`src/rtl/pc_sequencer_if.sv`:
```
// Instruction-memory req/ack bus between pc_sequencer (master) and the fetch memory (slave).
interface pc_sequencer_if #(
   parameter int PC_W = 16
) ();
   logic            imem_req;
   logic [PC_W-1:0] imem_addr;
   logic            imem_ack;
   logic [15:0]     imem_rdata;

   modport master (
      output imem_req,
      output imem_addr,
      input  imem_ack,
      input  imem_rdata
   );

   modport slave (
      input  imem_req,
      input  imem_addr,
      output imem_ack,
      output imem_rdata
   );
endinterface

```
`src/rtl/pc_sequencer.sv`:
```
// Fetch/execute sequencer for the 16-bit single-cycle core: owns the PC, fetches over req/ack.
// Optional retired-instruction counter enabled by macro PC_SEQ_INSTRET_EN.
module pc_sequencer #(
   parameter int              PC_W     = 16,
   parameter logic [PC_W-1:0] RESET_PC = {PC_W{1'b0}}
) (
   input  logic                clk,
   input  logic                rst,
   pc_sequencer_if.master      imem,
   output logic [15:0]         inst,
   output logic                exec_en,
   input  logic [2:0]          BS,
   input  logic [5:0]          OFF,
   input  logic                HALT,
   input  logic                Z,
   input  logic                N,
   input  logic                run,
   output logic [PC_W-1:0]     pc,
   output logic                branch_taken,
   output logic                halted,
   output logic [31:0]         instret
);

   typedef enum logic [1:0] {
      ST_IDLE   = 2'd0,
      ST_FETCH  = 2'd1,
      ST_EXEC   = 2'd2,
      ST_HALTED = 2'd3
   } state_t;

   state_t          state_q, state_d;
   logic [PC_W-1:0] pc_q, pc_d;
   logic [15:0]     inst_q, inst_d;
   logic            bt_q, bt_d;
   logic            take_s;
   logic [PC_W-1:0] off_ext_s;
   logic [PC_W-1:0] next_pc_s;

   always_comb begin
      take_s = 1'b0;
      case (BS)
         3'b000:  take_s = Z;
         3'b001:  take_s = ~Z;
         3'b010:  take_s = ~N;
         3'b011:  take_s = N;
         default: take_s = 1'b0;
      endcase
   end

   // Sum is naturally modulo 2^PC_W, so wrap at both ends of the address space needs no special case.
   assign off_ext_s = {{(PC_W-6){OFF[5]}}, OFF};
   assign next_pc_s = pc_q + {{(PC_W-1){1'b0}}, 1'b1} + (take_s ? off_ext_s : {PC_W{1'b0}});

   always_comb begin
      state_d = state_q;
      pc_d    = pc_q;
      inst_d  = inst_q;
      bt_d    = bt_q;
      case (state_q)
         ST_IDLE: begin
            state_d = ST_FETCH;
         end
         ST_FETCH: begin
            if (imem.imem_ack) begin
               inst_d  = imem.imem_rdata;
               state_d = ST_EXEC;
            end else begin
               state_d = ST_FETCH;
            end
         end
         ST_EXEC: begin
            // HALT still advances the PC so that run resumes after the HALT word.
            pc_d = next_pc_s;
            bt_d = take_s;
            if (HALT) begin
               state_d = ST_HALTED;
            end else begin
               state_d = ST_FETCH;
            end
         end
         ST_HALTED: begin
            if (run) begin
               state_d = ST_FETCH;
            end else begin
               state_d = ST_HALTED;
            end
         end
         default: begin
            state_d = ST_IDLE;
         end
      endcase
   end

   always_ff @(posedge clk or posedge rst) begin
      if (rst) begin
         state_q <= ST_IDLE;
         pc_q    <= RESET_PC;
         inst_q  <= 16'h0000;
         bt_q    <= 1'b0;
      end else begin
         state_q <= state_d;
         pc_q    <= pc_d;
         inst_q  <= inst_d;
         bt_q    <= bt_d;
      end
   end

   assign imem.imem_req  = (state_q == ST_FETCH);
   assign imem.imem_addr = pc_q;
   assign exec_en        = (state_q == ST_EXEC);
   assign halted         = (state_q == ST_HALTED);
   assign pc             = pc_q;
   assign inst           = inst_q;
   assign branch_taken   = bt_q;

`ifdef PC_SEQ_INSTRET_EN
   logic [31:0] instret_q;

   always_ff @(posedge clk or posedge rst) begin
      if (rst) begin
         instret_q <= 32'd0;
      end else if (state_q == ST_EXEC) begin
         instret_q <= instret_q + 32'd1;
      end else begin
         instret_q <= instret_q;
      end
   end

   assign instret = instret_q;
`else
   assign instret = 32'd0;
`endif

endmodule

```
`src/flat_wrapper.sv`:
```
// flat-port wrapper written by rule: the top's interface ports become plain ports
module pc_sequencer_flat 
#(
   parameter int              PC_W     = 16,
   parameter logic [PC_W-1:0] RESET_PC = {PC_W{1'b0}}
)
  (clk, rst, inst, exec_en, BS, OFF, HALT, Z, N, run, pc, branch_taken, halted, instret, imem_imem_req, imem_imem_addr, imem_imem_ack, imem_imem_rdata);
  pc_sequencer_if #(.PC_W(PC_W)) imem_i ();
  input  logic clk;
  input  logic rst;
  output logic [15:0] inst;
  output logic exec_en;
  input  logic [2:0] BS;
  input  logic [5:0] OFF;
  input  logic HALT;
  input  logic Z;
  input  logic N;
  input  logic run;
  output logic [PC_W-1:0] pc;
  output logic branch_taken;
  output logic halted;
  output logic [31:0] instret;
  output wire logic [$bits(imem_i.imem_req)-1:0] imem_imem_req;
  output wire logic [$bits(imem_i.imem_addr)-1:0] imem_imem_addr;
  input wire logic [$bits(imem_i.imem_ack)-1:0] imem_imem_ack;
  input wire logic [$bits(imem_i.imem_rdata)-1:0] imem_imem_rdata;
  assign imem_imem_req = imem_i.imem_req;
  assign imem_imem_addr = imem_i.imem_addr;
  assign imem_i.imem_ack = imem_imem_ack;
  assign imem_i.imem_rdata = imem_imem_rdata;
  pc_sequencer #(.PC_W(PC_W), .RESET_PC(RESET_PC)) u_core (.clk(clk), .rst(rst), .imem(imem_i), .inst(inst), .exec_en(exec_en), .BS(BS), .OFF(OFF), .HALT(HALT), .Z(Z), .N(N), .run(run), .pc(pc), .branch_taken(branch_taken), .halted(halted), .instret(instret));
endmodule
```
`config.mk`:
```
export PLATFORM = sky130hd
export DESIGN_NAME = pc_sequencer_flat
export DESIGN_NICKNAME = d
export VERILOG_FILES = /design/src/rtl/pc_sequencer_if.sv /design/src/rtl/pc_sequencer.sv /design/src/flat_wrapper.sv
export SDC_FILE = /design/constraint.sdc
export NUM_CORES = 1
export LEC_CHECK = 0
export ABC_CLOCK_PERIOD_IN_PS = 2200
export BUFFER_PORTS_ARGS = -buffer_cell sky130_fd_sc_hd__buf_4
export CORE_AREA = 3 3 79 81
export CTS_CLUSTER_SIZE = 25
export DETAILED_ROUTE_END_ITERATION = 12
export DIE_AREA = 0 0 82 84
export GPL_TIMING_DRIVEN = 0
export PLACE_DENSITY_LB_ADDON = 0.08
export REMOVE_ABC_BUFFERS = 1
export SLEW_MARGIN = 15
export SYNTH_ARGS = -nofsm -noshare
export SYNTH_HDL_FRONTEND = slang
export SYNTH_SLANG_ARGS = --single-unit
```
`constraint.sdc`:
```
create_clock -name clk -period 2.2 [get_ports clk]
set_input_delay 0.22 -clock clk [delete_from_list [all_inputs] [get_ports clk]]
set_output_delay 0.22 -clock clk [all_outputs]
set_load 0.02 [all_outputs]
```
* Yosys cells after proc, flatten, opt, wreduce, memory -nomap -nowiden
Index checks and enable logic that the tools add are counted.
** Storage, ports and cells
- Register bits after elaboration :: 35
- Bits of input ports :: 32
- Output and inout port bits :: 84
- Logic and storage cells :: 23
** Cells by class
- Add/subtract/negate cells :: 2
- Equal/unequal tests :: 6
- Mux-type cells :: 6
- Bitwise logic cells :: 2
- Reduce and logical (&&, ||, !) cells :: 3
** Operators with widths (number)
- 16-bit by 1-bit adder with 16-bit output (second input constant) :: 1
- 16-bit adder :: 1
- 16-bit 2-to-1 mux :: 1
- 2-bit case mux with 4 select lines :: 1
- 3-bit by 2-bit == test with 1-bit output (second input constant) :: 2
- 2-bit 2-to-1 mux :: 3
- 2-bit == test (second input constant) :: 2
- 1-bit case mux with 4 select lines :: 1
- 3-bit by 1-bit == test with 1-bit output (second input constant) :: 1
- 3-bit logical NOT :: 1
- 2-bit by 1-bit == test with 1-bit output (second input constant) :: 1
- 2-bit logical NOT :: 1
- 1-bit inverter :: 2
- 2-bit AND reduction :: 1

* Logic depth before layout (Yosys ltp)
- Depth in word-level cells :: 4
- Gate-level depth with buffers :: 12

* Worst setup path before layout
No wires, ideal clock.
- Path type :: input port to flip-flop
- From :: in Z
- To :: reg u_core.pc_q[13], in the netlist u_core.imem.imem_addr[13]
- Arrival :: 2.468 ns
- Required time :: 2.069 ns
- Slack :: -0.399 ns
- Stages :: 9
- Buffers on the path :: 0
- Path through :: nor2b_1 > o21a_4 > nor4b_4 > ha_1 > and3_1 > and2_1 > a21oi_1 > a2111oi_0 > or3_1
** On the way
- Longest elaborated chain between the ends :: 4
** RTL lines
- start, declared :: line flat_wrapper.sv:16 : input logic Z;
- 1-bit inverter :: line pc_sequencer.sv:43 : 3'b001: take_s = ~Z;
- 1-bit case mux with 4 select lines (*) :: line pc_sequencer.sv:41 : case (BS)
- 16-bit 2-to-1 mux (*) :: line pc_sequencer.sv:52 : assign next_pc_s = pc_q + {{(PC_W-1){1'b0}}, 1'b1} + (take_s ? off_ext_s : {PC_W{1'b0}});
- 16-bit adder (*) :: line pc_sequencer.sv:52
- end signal, assigned :: line pc_sequencer.sv:102 : pc_q <= pc_d;
- end, declared :: line pc_sequencer.sv:32 : logic [PC_W-1:0] pc_q, pc_d;
Mark *: on every way between the ends. The rest lies on a longest branch, timed or not.
A chain may end at the register's enable or synchronous reset.

* Worst setup path in the final report
- From :: in Z
- To :: reg u_core.pc_q[12], in the netlist u_core.imem.imem_addr[12]
The elaborated chain is that of the path after synthesis.

==> metrics.txt <==
relative contribution of combinational cells to total power=just over 60%; number of placement rows=27; cell area after synthesis=around 2500 µm²; CP max-delay cell=sky130_fd_sc_hd__o31a_4; Clock Skews=3.32 ps; post-synthesis register bit count=35; mean cell area of the mapped netlist=between 9 and 10 µm²; TritonCTS clock tree=done; # diodes=0; summed area of non-filler cells in the final layout=3370 µm²; share of final-layout standard cells stronger than drive strength 1=between 40% and 50%; top fanout value on the critical path=4; starting DRC count in detailed routing=between 60 and 70; violations in the final reports=negative setup slack; unrepaired setup endpoints after global routing=yes; total die area=6890 µm²; antenna violations before repair=0; leakage power of the design=between 1.5 and 2 nW; worst reg2reg endpoint=u_core.imem.imem_addr[12]; post-synthesis sequential area ratio=about a third; depth of the worst register-to-register path=9; run status=complete, but fails checks; sink count of the clock tree=35; Worst Path Buf+Inv=2; max_cap viols=0; H-tree depth=2; Pint=between 0.002 and 0.0025 W; Area growth, synth to finish=33.4%; main flop type after synthesis=sky130_fd_sc_hd__dfrtp_1; yosys warns=0; critical path's top delay family=compound AO/OA/AOI/OAI gates; Worst Hold Class=in2reg; cell count after synthesis=265; final setup vio count=7; max-slew violation count=0; Arr. time, crit path=between 2000 and 2500 ps; number of buffers between clock root and the deepest sink=2; total power density per cell area=about 1300 nW/µm²; Net Sw Frac=approximately 45%; maximum vdd drop=roughly 0.65 mV; startpoint of the lowest-slack register-to-register path=u_core.imem.imem_addr[0]; final net count=between 300 and 400; FMAX=between 400 and 500 MHz; Max transition margin=between 40 and 50%; GRT Util Overall=~16%; final worst path period need=approximately 2300 ps; hold violation total from the final report=0; number of buffer cells added on primary ports=83; TritonCTS Buffers=5; height of the chip=between 80 and 90 µm; clock latency on the worst-skew pair=290 ps; clock share of power=a little under an eighth; Worst setup SP type=input port; crit path kind=in2reg; flop2flop setup slack=approximately 90 ps; number of distinct library cells after synthesis=48; via density per instance=slightly below 5; residual overflow from global routing=0; CP Capture Type=register; WL final=~5.5 mm; Critical Path Source=Z; total DRC errors in the routed layout=0; Worst Hold Launch=imem_imem_rdata[2]; switching power summed over all nets=just over 0.002 W; global placement routability congestion=about 0.75; required time reported for the critical path endpoint=around 2400 ps; fill cell total of the finished layout=around 490; number of iterations in the first detailed-routing pass=4; clock slew at reported path FFs=~80 ps; DP Cell Count=~400; async set-or-reset flop fraction in the synthesized netlist=100%; worst path cell trace=buf_6 -> nor2b_4 -> o21a_4 -> nor3_4 -> buf_6 -> and2_4 -> ha_4 -> and2b_2 -> o31a_4 -> o22ai_4 -> o21bai_1 -> xnor2_1 -> o21ai_1; cell with the most instances on the worst path=sky130_fd_sc_hd__buf_6; Stages on worst setup path=13; Hold Slack=roughly 150 ps; buffer cell driving the clock tree root=sky130_fd_sc_hd__clkbuf_8; via count of the first global-routing pass=roughly 1.9k; number of vias after detailed routing=a little over 2k; wire length per cell after detailed routing=13.3 µm; share of the clock period used by the worst path=104%; Antenna Violating Nets Remaining=0; effective utilization at floorplan=a little under half; worst-margin pin slew=816 ps; peak per-stage delay on the critical path=300 ps; final instance count without filler cells=414; floorplan core area=5540 µm²; first-pass GRT wire length=8.87 mm; dpl cell area=around 3000 µm²; top-level port count=about 120; fraction of power consumed by sequential logic=roughly 27%; termination of the worst setup path=u_core.imem.imem_addr[12]; Post-synth EDFFs=0; pin count of the biggest net entering global routing=37; Final Worst Setup Slack=-94.3 ps; Horiz. Die Dim=just over 80 µm; HPWL after detailed placement=3.93 mm
## worst register-to-register path: stages, from the launching register on
cell	delay, ps
sky130_fd_sc_hd__dfrtp_1	410
sky130_fd_sc_hd__inv_1	70
sky130_fd_sc_hd__ha_2	180
sky130_fd_sc_hd__fa_2	200
sky130_fd_sc_hd__and2b_2	240
sky130_fd_sc_hd__o31a_4	300
sky130_fd_sc_hd__o22ai_4	200
sky130_fd_sc_hd__o21bai_1	140
sky130_fd_sc_hd__xnor2_1	170
sky130_fd_sc_hd__o21ai_1	70
## metrics by stage
step	utilization (%)	TNS (ps)	setup slack [ps]	total power (W)
floorplan	-	-2460	-429	0.00276
global placement	53.6	-8840	-952	0.00373
detailed placement	54.1	-8990	-954	0.00377
CTS	58.9	-498	-143	0.00440
global route	60.8	-1270	-190	0.00482
finish	60.8	-394	-94.3	0.00449
## placed cells by master (no fill, tap or decap), types with 3 or more instances in the layout
master / synthesis / layout
sky130_fd_sc_hd__a21o_1: 4 / 4
sky130_fd_sc_hd__a21oi_1: 11 / 6
sky130_fd_sc_hd__a21oi_2: 0 / 3
sky130_fd_sc_hd__and2_1: 6 / 5
sky130_fd_sc_hd__buf_4: 48 / 84
sky130_fd_sc_hd__buf_6: 0 / 5
sky130_fd_sc_hd__clkbuf_8: 0 / 6
sky130_fd_sc_hd__conb_1: 1 / 32
sky130_fd_sc_hd__dfrtp_1: 35 / 35
sky130_fd_sc_hd__ha_1: 15 / 6
sky130_fd_sc_hd__ha_2: 0 / 4
sky130_fd_sc_hd__ha_4: 0 / 5
sky130_fd_sc_hd__inv_1: 9 / 8
sky130_fd_sc_hd__mux2_2: 16 / 16
sky130_fd_sc_hd__mux2i_1: 3 / 3
sky130_fd_sc_hd__nand2_1: 27 / 26
sky130_fd_sc_hd__nand2b_1: 6 / 5
sky130_fd_sc_hd__nand3_1: 4 / 3
sky130_fd_sc_hd__nor2_1: 4 / 4
sky130_fd_sc_hd__nor3b_1: 3 / 3
sky130_fd_sc_hd__o21ai_0: 17 / 14
sky130_fd_sc_hd__o21ai_1: 5 / 7
sky130_fd_sc_hd__xnor2_1: 7 / 7
sky130_fd_sc_hd__xor2_1: 3 / 3
## cells in the mapped netlist (2+ instances only)
cell type / number / area (µm²)
sky130_fd_sc_hd__dfrtp_1: 35 / 876
sky130_fd_sc_hd__mux2i_1: 3 / 30.0
sky130_fd_sc_hd__inv_1: 9 / 33.8
sky130_fd_sc_hd__nor3b_1: 3 / 22.5
sky130_fd_sc_hd__o211ai_1: 2 / 15.0
sky130_fd_sc_hd__a211oi_1: 2 / 15.0
sky130_fd_sc_hd__and3_1: 2 / 12.5
sky130_fd_sc_hd__o21ai_1: 5 / 25.0
sky130_fd_sc_hd__a31oi_1: 2 / 12.5
sky130_fd_sc_hd__buf_4: 48 / 360
sky130_fd_sc_hd__and2_1: 6 / 37.5
sky130_fd_sc_hd__nor3_1: 4 / 20.0
sky130_fd_sc_hd__nand2_1: 27 / 101
sky130_fd_sc_hd__a21oi_1: 11 / 55.1
sky130_fd_sc_hd__buf_2: 4 / 20.0
sky130_fd_sc_hd__xor2_1: 3 / 26.3
sky130_fd_sc_hd__nand3b_1: 2 / 15.0
sky130_fd_sc_hd__xnor2_1: 7 / 61.3
sky130_fd_sc_hd__nand2b_1: 6 / 37.5
sky130_fd_sc_hd__nor2b_1: 2 / 12.5
sky130_fd_sc_hd__nor2_1: 4 / 15.0
sky130_fd_sc_hd__nand3_1: 4 / 20.0
sky130_fd_sc_hd__mux2_2: 16 / 180
sky130_fd_sc_hd__o21ai_0: 17 / 85.1
sky130_fd_sc_hd__ha_1: 15 / 188
sky130_fd_sc_hd__a21o_1: 4 / 30.0
## final cells by class
cell class / instances / area, µm² / share of cell area, %
repair buffers: 91 / 724 / 21.5
well taps: 72 / 90.1 / 2.67
clock buffers: 6 / 82.6 / 2.45
flip-flops and latches: 35 / 876 / 26.0
inverters: 9 / 33.8 / 1.00
multi-input cells: 199 / 1550 / 45.9
clock inverters: 2 / 16.3 / 0.483
## state kept, by name, indices dropped and copies added, names as in the netlist
name	count
u_core.inst	16
u_core.imem.imem_addr	16
u_core.branch_taken	1
u_core.state_q	2
## power groups by stage
stage | combinational, W | sequential [W] | clock [W]
detailed placement | 0.00255 | 0.00122 | 0
global route | 0.00298 | 0.00128 | 0.000560
finish | 0.00274 | 0.00123 | 0.000520
CTS | 0.00264 | 0.00122 | 0.000533
global placement | 0.00252 | 0.00120 | 0
floorplan | 0.00102 | 0.00174 | 0
## what timing repair did
action                     4_1_cts  5_1_grt
gates cloned                     0        0
hold endpoints to repair        15        0
hold buffers                     1        0
resized for setup               21       27
setup endpoints to repair       13       10
setup buffers                    6        0
pin swaps                       12       17
## cells by family after synthesis
group	share of synthesized area [%]
compound gates	13.6
buf+inv	16.6
flops	34.7
simple gates	15.0
fa+ha+maj	8.23
other cells	0.149
xor+xnor	3.47
mux	8.33
## how the worst min path moves through the flow
stage                               end  slack (ps)  depth (start not counted)
global route             u_core.inst[9]         140                          2
finish                   u_core.inst[2]         150                          2
floorplan           u_core.branch_taken         370                          1
detailed placement       u_core.inst[4]         240                          2
global placement         u_core.inst[4]         450                          2
CTS                      u_core.inst[2]         150                          2
## routing by layer
layer	global-route usage, %	wire, µm	share of wire (%)	vias to the layer above
met5	0	0	0	-
met4	3.63	38	0.69	0
met1	21.2	2380	43	938
met2	26.5	2620	48	85
li1	-	-	-	993
met3	4.00	477	8.7	4
Power figures use the tool's default switching activity.
